<file path="src/rtl/hbm_txn_limiter_pkg.sv">
// Shared types for the HBM transaction limiter: joined AXI request/response
// structs, limiter FSM states and the outstanding-count width.
package hbm_pd_pkg;

  localparam int unsigned CntWidth = 8;

  typedef enum logic [1:0] {
    ACTIVE,
    DRAIN,
    DRAINED
  } lim_state_e;

  typedef struct packed {
    logic [3:0]  id;
    logic [31:0] addr;
    logic [7:0]  len;
  } axi_ax_t;

  typedef struct packed {
    logic [31:0] data;
    logic [3:0]  strb;
    logic        last;
  } axi_w_t;

  typedef struct packed {
    logic [3:0] id;
    logic [1:0] resp;
  } axi_b_t;

  typedef struct packed {
    logic [3:0]  id;
    logic [31:0] data;
    logic [1:0]  resp;
    logic        last;
  } axi_r_t;

  typedef struct packed {
    axi_ax_t aw;
    logic    aw_valid;
    axi_w_t  w;
    logic    w_valid;
    logic    b_ready;
    axi_ax_t ar;
    logic    ar_valid;
    logic    r_ready;
  } axi_join_req_t;

  typedef struct packed {
    logic   aw_ready;
    logic   ar_ready;
    logic   w_ready;
    axi_b_t b;
    logic   b_valid;
    axi_r_t r;
    logic   r_valid;
  } axi_join_rsp_t;

endpackage

</file>
<file path="src/rtl/hbm_txn_limiter_counter.sv">
// Saturating-safe outstanding transaction counter; simultaneous inc/dec
// leaves the count unchanged, and a wrap attempt is flagged by assertion.
module hbm_txn_counter
  import hbm_pd_pkg::*;
(
  input  logic                clk_i,
  input  logic                rst_i,
  input  logic                inc_i,
  input  logic                dec_i,
  input  logic [CntWidth-1:0] max_i,
  output logic [CntWidth-1:0] count_o,
  output logic                full_o,
  output logic                empty_o
);

  logic [CntWidth-1:0] count_q, count_d;

  assign full_o  = (count_q >= max_i);
  assign empty_o = (count_q == '0);
  assign count_o = count_q;

  always_comb begin
    count_d = count_q;
    if (inc_i && !dec_i && !full_o) begin
      count_d = count_q + 1'b1;
    end else if (dec_i && !inc_i && !empty_o) begin
      count_d = count_q - 1'b1;
    end
  end

  always_ff @(posedge clk_i or posedge rst_i) begin
    if (rst_i) begin
      count_q <= '0;
    end else begin
      count_q <= count_d;
    end
  end

  assert property (@(posedge clk_i) disable iff (rst_i) !(dec_i && !inc_i && empty_o));
  assert property (@(posedge clk_i) disable iff (rst_i) !(inc_i && !dec_i && full_o));

endmodule

</file>
<file path="src/rtl/hbm_txn_limiter.sv">
// Limits outstanding AW/AR toward the HBM model and supports drain requests.
// Optional stall statistics are enabled by defining HBM_TXN_LIMITER_STATS_EN.
module hbm_txn_limiter #(
  parameter int unsigned MaxReads  = 8,
  parameter int unsigned MaxWrites = 8,
  parameter type axi_req_t = hbm_pd_pkg::axi_join_req_t,
  parameter type axi_rsp_t = hbm_pd_pkg::axi_join_rsp_t
) (
  input  logic                            clk_i,
  input  logic                            rst_i,
  input  axi_req_t                        slv_req_i,
  output axi_rsp_t                        slv_rsp_o,
  output axi_req_t                        mst_req_o,
  input  axi_rsp_t                        mst_rsp_i,
  input  logic                            drain_i,
  output logic                            drained_o,
  output logic [hbm_pd_pkg::CntWidth-1:0] rd_cnt_o,
  output logic [hbm_pd_pkg::CntWidth-1:0] wr_cnt_o
`ifdef HBM_TXN_LIMITER_STATS_EN
  ,
  output logic [31:0]                     aw_stall_o,
  output logic [31:0]                     ar_stall_o
`endif
);
  import hbm_pd_pkg::*;

  lim_state_e state_q, state_d;
  logic wr_full, wr_empty, rd_full, rd_empty;
  logic aw_open, ar_open;
  logic aw_hs, ar_hs, b_hs, rlast_hs;

  assign aw_open = (state_q == ACTIVE) && !wr_full;
  assign ar_open = (state_q == ACTIVE) && !rd_full;

  // Everything passes through untouched except the AW/AR valid/ready gates.
  always_comb begin
    mst_req_o          = slv_req_i;
    slv_rsp_o          = mst_rsp_i;
    mst_req_o.aw_valid = slv_req_i.aw_valid & aw_open;
    mst_req_o.ar_valid = slv_req_i.ar_valid & ar_open;
    slv_rsp_o.aw_ready = mst_rsp_i.aw_ready & aw_open;
    slv_rsp_o.ar_ready = mst_rsp_i.ar_ready & ar_open;
  end

  assign aw_hs    = mst_req_o.aw_valid & mst_rsp_i.aw_ready;
  assign ar_hs    = mst_req_o.ar_valid & mst_rsp_i.ar_ready;
  assign b_hs     = mst_rsp_i.b_valid & slv_req_i.b_ready;
  assign rlast_hs = mst_rsp_i.r_valid & slv_req_i.r_ready & mst_rsp_i.r.last;

  hbm_txn_counter u_wr_cnt (
    .clk_i   (clk_i),
    .rst_i   (rst_i),
    .inc_i   (aw_hs),
    .dec_i   (b_hs),
    .max_i   (CntWidth'(MaxWrites)),
    .count_o (wr_cnt_o),
    .full_o  (wr_full),
    .empty_o (wr_empty)
  );

  hbm_txn_counter u_rd_cnt (
    .clk_i   (clk_i),
    .rst_i   (rst_i),
    .inc_i   (ar_hs),
    .dec_i   (rlast_hs),
    .max_i   (CntWidth'(MaxReads)),
    .count_o (rd_cnt_o),
    .full_o  (rd_full),
    .empty_o (rd_empty)
  );

  always_comb begin
    state_d = state_q;
    unique case (state_q)
      ACTIVE:  if (drain_i) state_d = DRAIN;
      DRAIN: begin
        if (!drain_i) begin
          state_d = ACTIVE;
        end else if (wr_empty && rd_empty) begin
          state_d = DRAINED;
        end
      end
      DRAINED: if (!drain_i) state_d = ACTIVE;
      default: state_d = ACTIVE;
    endcase
  end

  always_ff @(posedge clk_i or posedge rst_i) begin
    if (rst_i) begin
      state_q <= ACTIVE;
    end else begin
      state_q <= state_d;
    end
  end

  assign drained_o = (state_q == DRAINED);

`ifdef HBM_TXN_LIMITER_STATS_EN
  logic [31:0] aw_stall_q, aw_stall_d, ar_stall_q, ar_stall_d;

  function automatic logic [31:0] sat_inc(input logic [31:0] v);
    return (&v) ? v : v + 32'd1;
  endfunction

  always_comb begin
    aw_stall_d = aw_stall_q;
    ar_stall_d = ar_stall_q;
    if (slv_req_i.aw_valid && !aw_open) aw_stall_d = sat_inc(aw_stall_q);
    if (slv_req_i.ar_valid && !ar_open) ar_stall_d = sat_inc(ar_stall_q);
  end

  always_ff @(posedge clk_i or posedge rst_i) begin
    if (rst_i) begin
      aw_stall_q <= '0;
      ar_stall_q <= '0;
    end else begin
      aw_stall_q <= aw_stall_d;
      ar_stall_q <= ar_stall_d;
    end
  end

  assign aw_stall_o = aw_stall_q;
  assign ar_stall_o = ar_stall_q;
`endif

endmodule

</file>
<file path="config.mk">
export PLATFORM = sky130hd
export DESIGN_NAME = hbm_txn_limiter
export DESIGN_NICKNAME = d
export VERILOG_FILES = /design/src/rtl/hbm_txn_limiter_pkg.sv /design/src/rtl/hbm_txn_limiter_counter.sv /design/src/rtl/hbm_txn_limiter.sv
export SDC_FILE = /design/constraint.sdc
export NUM_CORES = 1
export LEC_CHECK = 0
export CAP_MARGIN = 20
export CORE_AREA = 2 2 147 149
export CTS_CLUSTER_DIAMETER = 100
export DETAILED_ROUTE_END_ITERATION = 10
export DIE_AREA = 0 0 149 151
export HOLD_SLACK_MARGIN = 0.08
export MAX_ROUTING_LAYER = met4
export PLACE_DENSITY = 0.55
export SYNTH_ARGS = -nofsm -noshare
export SYNTH_HDL_FRONTEND = slang
export SYNTH_HIERARCHICAL = 1
export SYNTH_SLANG_ARGS = --single-unit
export TNS_END_PERCENT = 100
</file>
<file path="constraint.sdc">
create_clock -name clk_i -period 5.8 [get_ports clk_i]
set_clock_uncertainty 0.1 [all_clocks]
set_input_delay 0.58 -clock clk_i [delete_from_list [all_inputs] [get_ports clk_i]]
set_output_delay 0.58 -clock clk_i [all_outputs]
set_load 0.05 [all_outputs]
</file>
# Word-level counts from Yosys, hierarchy flattened
# Cells that the tools add are included.
[op_classes]
n_addsub = 4
magnitude_cmp = 2
eq_ne = 5
muxes = 9
bitwise_logic = 9
reduce_logical = 25
[ops]
columns = ["op", "count"]
rows = [
  ["2-to-1 mux 8 bit", 4],
  ["adder 8 x 1 -> 8 bit, second input constant", 2],
  [">= comparator 8 x 4 -> 1 bit, second input constant", 2],
  ["logical NOT 8 bit", 2],
  ["subtractor 8 x 1 -> 8 bit, second input constant", 2],
  ["logical AND 1 bit", 11],
  ["bitwise AND 1 bit", 9],
  ["logical NOT 1 bit", 8],
  ["2-to-1 mux 2 bit", 4],
  ["one-hot mux 2 bit (3 select lines)", 1],
  ["inequality test 2 bit, second input constant", 2],
  ["nonzero test 2 bit", 2],
  ["inequality test 3 bit, second input constant", 1],
  ["AND reduction 3 bit", 1],
  ["equality test 2 x 1 -> 1 bit, second input constant", 1],
  ["equality test 2 bit, second input constant", 1],
  ["logical NOT 2 bit", 1],
]
[totals]
register_bits = 18
input_bits = 183
out_inout_bits = 197

# Depth between registers and ports, before layout
# Gate-level depths: netlist of run 1.
[logic_depth]
word_depth = 10
mapped_depth = 16
ltp_nobuf = 16

# By module
# Netlist of run 1, hierarchy kept.
[modules_own_cells]
columns = ["mod", "n_inst", "cells_each", "area_each_um2", "seq_area_each_um2"]
rows = [
  ["hbm_txn_counter", 2, 85, 804.5, 200.2],
  ["hbm_txn_limiter", 1, 195, 1491.4, 50.0],
]

# Worst setup path before layout of run 1
# Ideal clock, no wire load.
[synth_timing]
kind = "reg-to-reg"
startpoint = "register u_wr_cnt.count_q[2], in the netlist u_wr_cnt/count_o[2]"
endpoint = "register u_wr_cnt.count_q[7], in the netlist u_wr_cnt/count_o[7]"
setup_ns = 0.142
arrival_ns = 4.855
required_ns = 5.558
slack_ns = 0.703
path_stages_with_launch = 16
synth_period_minus_slack_ns = 5.097
cell_sequence = "dfrtp_1 ha_1 a211oi_1 o21ai_0 a211oi_2 inv_1 nor4b_2 and2_1 nor2b_1 nand2_1 ha_1 a211oi_1 o211ai_1 a2111oi_0 a41oi_1 xnor2_1"
[synth_lines]
columns = ["item", "line", "rtl"]
rows = [
  ["from (decl)", "hbm_txn_limiter_counter.sv:16", "logic [CntWidth-1:0] count_q, count_d;"],
  ["from (signal assigned)", "hbm_txn_limiter_counter.sv:35", "count_q <= count_d;"],
]

# Worst setup path after layout of run 1
[layout_timing]
startpoint = "register u_wr_cnt.count_q[2], in the netlist u_wr_cnt/count_o[2]"
endpoint = "register u_wr_cnt.count_q[7], in the netlist u_wr_cnt/count_o[7]"
[layout_between]
elab_chain_cells = 9
[layout_rtl]
columns = ["item", "line", "rtl"]
rows = [
  [">= comparator 8 x 4 -> 1 bit (*)", "hbm_txn_limiter_counter.sv:18", "assign full_o = (count_q >= max_i);"],
  ["via wr_full", "hbm_txn_limiter.sv:28", "logic wr_full, wr_empty, rd_full, rd_empty;"],
  ["logical NOT 1 bit (*)", "hbm_txn_limiter.sv:32", "assign aw_open = (state_q == ACTIVE) && !wr_full;"],
  ["logical AND 1 bit (*)", "hbm_txn_limiter.sv:32", ""],
  ["bitwise AND 1 bit (*)", "hbm_txn_limiter.sv:39", "mst_req_o.aw_valid = slv_req_i.aw_valid & aw_open;"],
  ["bitwise AND 1 bit (*)", "hbm_txn_limiter.sv:45", "assign aw_hs = mst_req_o.aw_valid & mst_rsp_i.aw_ready;"],
  ["via aw_hs", "hbm_txn_limiter.sv:30", "logic aw_hs, ar_hs, b_hs, rlast_hs;"],
  ["logical NOT 1 bit", "hbm_txn_limiter_counter.sv:26", "end else if (dec_i && !inc_i && !empty_o) begin"],
  ["logical AND 1 bit (2 in series)", "hbm_txn_limiter_counter.sv:26", ""],
  ["nonzero test 2 bit (no line)", "-", ""],
]
# The timed path passes the listed nets; every way through them passes the cells marked *. The select of a mux whose other input is x is not followed.
# A chain may end at the register's enable or synchronous reset.

==> results of run 1 <==
-- logic make-up (layout without fill, tap and decap cells) --
group,after synthesis,after routing
other,2,16
and+or+nand+nor,49,49
xor gates and xnor gates,14,14
adders and majority gates,30,30
buffers and inverters,201,66
muxes,12,12
AOI/OAI and AO/OA,39,39
DFF,18,18
-- flip-flops by register name (all words and copies together), names as in the netlist --
signal and flops:
state_q 2, u_rd_cnt/count_o 8, u_wr_cnt/count_o 8
-- final timing paths --
kind	from	to	slack (ns)	cells after the start
min	rst_i	state_q[1]$_DFFE_PP0P_	0.45	2
max	u_wr_cnt/count_o[2]$_DFFE_PP0P_	u_wr_cnt/count_o[7]$_DFFE_PP0P_	1.20	15
min in group clk_i	u_wr_cnt/count_o[7]$_DFFE_PP0P_	u_wr_cnt/count_o[7]$_DFFE_PP0P_	0.47	1
max in group asynchronous	rst_i	u_rd_cnt/count_o[2]$_DFFE_PP0P_	4.80	2
max reg2reg	u_wr_cnt/count_o[2]$_DFFE_PP0P_	u_wr_cnt/count_o[7]$_DFFE_PP0P_	1.20	15
min reg2reg	u_wr_cnt/count_o[7]$_DFFE_PP0P_	u_wr_cnt/count_o[7]$_DFFE_PP0P_	0.47	1
-- power by group through the flow --
| stage | clock [mW] | sequential, mW | combinational (mW) |
|---|---|---|---|
| 5_1_grt | 0.166 | 0.311 | 1.10 |
| 3_3_place_gp | 0 | 0.301 | 0.988 |
| 2_1_floorplan | 0 | 0.459 | 0.863 |
| 6_report | 0.155 | 0.293 | 0.983 |
| 3_5_place_dp | 0 | 0.300 | 0.992 |
| 4_1_cts | 0.162 | 0.298 | 0.998 |
-- layout make-up --
type	instances	area share [%]
timing repair buffer	37	14.06
multi-input combinational	160	48.86
tap	275	13.06
inverter	25	3.561
clock buffer	4	3.371
sequential	18	17.09
-- per-layer routing --
| metal | GRT usage, % | routed length [um] | up-vias |
|---|---|---|---|
| met1 | 5.763 | 2363 | 748 |
| li1 | - | - | 770 |
| met5 | - | 0 | - |
| met2 | 10.18 | 3377 | 127 |
| met3 | 3.133 | 1125 | 115 |
| met4 | 9.952 | 1156 | 0 |
-- cells in the final DEF, fill, tap and decap left out, types with 2 or more instances in the layout --
cell	Yosys	final
a2111oi_0	2	2
a211oi_1	6	6
a211oi_2	2	2
a21o_1	2	2
a21oi_1	8	8
a21oi_4	2	2
a41oi_1	2	2
and2_1	2	2
clkbuf_16	0	3
clkdlybuf4s50_1	0	37
conb_1	2	16
dfrtp_1	18	18
fa_1	2	2
ha_1	28	28
inv_1	25	25
mux2_2	12	12
nand2_1	8	8
nand2b_1	2	2
nand4_1	2	2
nor2_1	11	11
nor2_2	2	2
nor2b_1	8	8
nor3_2	2	2
nor4b_1	3	3
o211ai_1	6	6
o21ai_0	8	8
or4_1	4	4
xnor2_1	10	10
xor2_1	4	4
==> results.toml, run 1 <==
[synth]
synth.top_cell.area_share_pct = 42.62
synth.most_common_cell = "buf_4"
syn_area_um2 = 3100
avgSynthCellArea_um2 = 8.494
synth_area_leader_cell = "buf_4"
synth_area_leaders = "buf_4 (43%), dfrtp_1 (15%), ha_1 (11%)"
synthArstFlopShare_pct = 100.0
ys_seq_area_share_pct = 14.53
synthMuxAreaShare_pct = 4.358
synthAdderAreaFrac_pct = 12.59
synth_commonest_cells = "buf_4 (176), ha_1 (28), inv_1 (25)"
synth_cells = 365
synth_enable_flop_cells = 0
yosys.area_share.simple_pct = 9.443
synth_warnings = 6
synth_compound_area_share_pct = 9.241
synth_xor_area_share_pct = 3.955
synth_ff_type = "dfrtp_1"
synth_seq_cells = 18
ys_types = 34
synth_top_family_by_area = "buffers and inverters"

[global_routing]
grt_max_degree = 11
grt_pass1_wl_mm = 11.18
antenna_found_initial = 0
first_global_vias = 1743
grt_remaining_overflow = 0
grt_usage_pct = 7.026

[cts]
cts_resized = 0
cts_made_buffers = 3
clkTransAtPathRegs_ns = 0.05
postCtsHoldBufs = 0
ctsHtreeMaxLevel = 1
cts_tree = "built"
post_cts_buffers = 0
clkLatencyLatePin_ns = 0.26
clock_path_buffers = 2
clkSinkCount = 18
root_buffer = "clkbuf_16"

[setup_path]
path_delay_family = "compound AO/OA/AOI/OAI gates"
slowest_delay_ns = 0.49
crit_chain = "ha_1, a211oi_1, o21ai_0, a211oi_2, inv_1, nor4b_2, and2_1, nor2b_1, nand2_1, ha_1, a211oi_1, o211ai_1, a2111oi_0, a41oi_1, xnor2_1"
cpMaxStageDelayCell = "a211oi_2"
critical_path_arrival_ns = 4.64
path_buf_inv = 1
start_kind = "flip-flop"
crit_type = "reg -> reg"
cp_data_required_time_ns = 5.83
cp_max_fo = 7
setup.worst_path.end_class = "flip-flop"

[timing]
relSlewSlack_pct = 63.64
final_max_slew_viol_count = 0
max_freq_ghz = 0.2172
fin_crit_sh_pct = 79.37
setup_ws_ns = 1.197
fin_crit_ns = 4.603
finalSetupTns_ns = 0
setup_viol = 0
rsz0062_at_grt = "no"
worst_pin_slew_ns = 0.5437
holdWs_ns = 0.4465
hold_viol_final = 0

[place]
routabilityCongestion = 0.7338
dp.cells = 515
dp_hpwl_mm = 6.951
portBuffers = 37
place_area_um2 = 2546
pre_cts_slack_ns = 1.092

[power_and_ir_drop]
power.share.combinational_pct = 68.7
power.internal_uw = 704.3
switching_share_pct = 50.79
clkPwrFrac_pct = 10.8
finalPower_mw = 1.431
p_sw_uw = 726.8
irDropWorstVdd_mv = 0.1124
seqPwrFrac_pct = 20.5
leakage_nw = 0.9951
power_density_nw_per_um2 = 543.1

[flow_run]
maxCapViolCount = 0

[drt]
wire_per_inst_um = 15.45
drtIter0Drc = 32
postRouteAntennaNets = 0
routed_via_density = 3.391
firstDrtPassIters = 4
via_count = 1760
drc = 0
totalWireLength_mm = 8.021

[die]
core-area_um2 = 20820
row_count = 53
die_h_um = 151
ios = 380
floorplan.die_area_um2 = 22500
die_x_um = 149
initial_utilization_pct = 14.89

[finish]
fin_cells = 519
antenna_cells = 0
multi_input_area_um2 = 1287
stdcell_area_um2 = 2635
fill_cells = 2412
area_delta_synth_final_pct = -15.01
ff_latch_area_um2 = 450.4
drive_gt1_share_pct = 10.66
final_core_util_pct = 12.65
fin_nets = 458

[status]
status = "finished clean"

[hold_path]
min_path_type = "in -> async"
Power figures use the tool's default switching activity.
==> inputs of run 2 (changes only) <==
CORE_AREA = 2 2 148 150   (was 2 2 147 149)
DIE_AREA = 0 0 150 152   (was 0 0 149 151)
PLACE_DENSITY = 0.54   (was 0.55)
clock period = 4.6 ns   (was 5.8 ns; I/O delays follow)
==> run 2 against run 1 <==
Net effect:
- wire length shrank 9.5%
- die area grew 1.3%
- cell area grew 3.2%
- clock-buffer cell count is the same
- final cell count grew 2.5%
- sequential share of layout area shrank 0.35 points
- critical path type unchanged
- critical endpoint is now u_rd_cnt/count_o[7]$_DFFE_PP0P_
- highest routed layer unchanged
==> results.toml, run 2 (same netlist as run 1, synthesis figures left out) <==
[die]
ios = 380
initial_utilization_pct = 14.52
die_h_um = 152
core-area_um2 = 21350
die_x_um = 150
row_count = 54
floorplan.die_area_um2 = 22800

[timing]
fin_crit_sh_pct = 88.18
hold_viol_final = 0
final_max_slew_viol_count = 0
worst_pin_slew_ns = 0.6017
rsz0062_at_grt = "no"
fin_crit_ns = 4.056
finalSetupTns_ns = 0
max_freq_ghz = 0.2465
setup_viol = 0
relSlewSlack_pct = 59.76

[cts]
cts_made_buffers = 3
ctsHtreeMaxLevel = 1
cts_tree = "built"
clkLatencyLatePin_ns = 0.25
clkSinkCount = 18
root_buffer = "clkbuf_16"
clock_path_buffers = 2
clkTransAtPathRegs_ns = 0.06

[drt]
postRouteAntennaNets = 0
drc = 0
routed_via_density = 3.273
totalWireLength_mm = 7.260
via_count = 1741
drtIter0Drc = 35
wire_per_inst_um = 13.65
firstDrtPassIters = 4

[finish]
area_delta_synth_final_pct = -12.27
fin_cells = 532
final_core_util_pct = 12.74
final_common_cell = "clkdlybuf4s50_1"
antenna_cells = 0
mostFrequentLayoutCells = "clkdlybuf4s50_1 (37), ha_1 (28), inv_1 (25)"
fin_nets = 466
drive_gt1_share_pct = 15.87
fill_cells = 2480

[flow_run]
maxCapViolCount = 0

[place]
dp.cells = 526
portBuffers = 37
dp_hpwl_mm = 6.009
routabilityCongestion = 0.7230

[global_routing]
grt_pass1_wl_mm = 10.41
antenna_found_initial = 0
grt_remaining_overflow = 0
grt_max_degree = 11
grt_usage_pct = 6.248
first_global_vias = 1663

[setup_path]
cp_max_fo = 7
critical_path_arrival_ns = 4.09
start_kind = "flip-flop"
slowest_delay_ns = 0.44
cpMaxStageDelayCell = "dfrtp_1"
cp_data_required_time_ns = 4.64
crit_chain = "ha_1, a211oi_1, o21ai_0, a211oi_2, inv_1, and4b_1, nor2b_1, buf_4, nand2_1, ha_1, a211oi_1, o211ai_1, a2111oi_0, a41oi_1, xnor2_1"
crit_type = "reg -> reg"
setup.worst_path.end_class = "flip-flop"

[hold_path]
min_path_type = "in -> async"

[status]
status = "finished clean"

[power_and_ir_drop]
leakage_nw = 1.035
power_density_nw_per_um2 = 694.5
finalPower_mw = 1.889
irDropWorstVdd_mv = 0.3015
## run 2: cell types whose count changed in the layout (fill, tap and decap cells not counted), sizes merged
cell | previous run | this run
buf | 0 | 8
## run 2: layer usage
metal	vias up	share of wire (%)	track usage, %
met1	755	33	5.966
met3	82	15	4.324
met5	-	0	-
met4	0	9.8	5.526
met2	116	42	8.328
li1	788	-	-
## run 2: path summary, 6_finish.rpt
kind | start | end | slack, ns | depth (start not counted)
min in group clk_i | u_wr_cnt/count_o[7]$_DFFE_PP0P_ | u_wr_cnt/count_o[7]$_DFFE_PP0P_ | 0.46 | 1
setup reg to reg | u_rd_cnt/count_o[1]$_DFFE_PP0P_ | u_rd_cnt/count_o[7]$_DFFE_PP0P_ | 0.54 | 15
hold reg to reg | u_wr_cnt/count_o[7]$_DFFE_PP0P_ | u_wr_cnt/count_o[7]$_DFFE_PP0P_ | 0.46 | 1
setup / recovery | u_rd_cnt/count_o[1]$_DFFE_PP0P_ | u_rd_cnt/count_o[7]$_DFFE_PP0P_ | 0.54 | 15
hold / removal | rst_i | state_q[1]$_DFFE_PP0P_ | 0.36 | 2
max in group asynchronous | rst_i | u_wr_cnt/count_o[2]$_DFFE_PP0P_ | 3.62 | 2
## run 2: through the flow
| stage | cell area [um^2] | setup WS, ns | hold slack [ns] |
|---|---|---|---|
| 4_1_cts | 2703 | 0.3378 | 0.3808 |
| 3_3_place_gp | 2614 | 0.4075 | 0.4636 |
| 6_report | 2720 | 0.5437 | 0.3594 |
| 5_1_grt | 2720 | 0.07975 | 0.4055 |
| 2_1_floorplan | 3169 | 0.02209 | 0.1012 |
| 3_5_place_dp | 2614 | 0.3554 | 0.4622 |
## run 2: what timing repair did
item / 4_1_cts / 5_1_grt
setup buffers: 0 / 2
endpoints found under the setup margin: 0 / 1
hold endpoints to repair: 0 / 0
resized for setup: 0 / 1
hold buffers: 0 / 0
## run 2: report_power, final
group | leakage (nW) | internal, mW | switching (mW)
registers | 0.211 | 0.238 | 0.115
clock network | 0.0442 | 0.133 | 0.0674
logic | 0.780 | 0.568 | 0.767
## run 2: cell type report
class	instances	area, um^2	area share, %
tap	280	350.3	12.88
sequential	18	455.4	16.74
inverter	25	93.84	3.450
multi-input combinational	160	1301	47.84
clock buffer	4	88.84	3.266
timing repair buffer	45	430.4	15.82
## run 2: worst max-delay path: cells and delay by family (launching register included)
family,cells,cell delay [ns]
adders and majority gates,2,0.58
xor gates and xnor gates,1,0.14
and+or+nand+nor,3,0.71
DFF,1,0.44
buffers and inverters,2,0.26
AOI/OAI and AO/OA,7,1.69
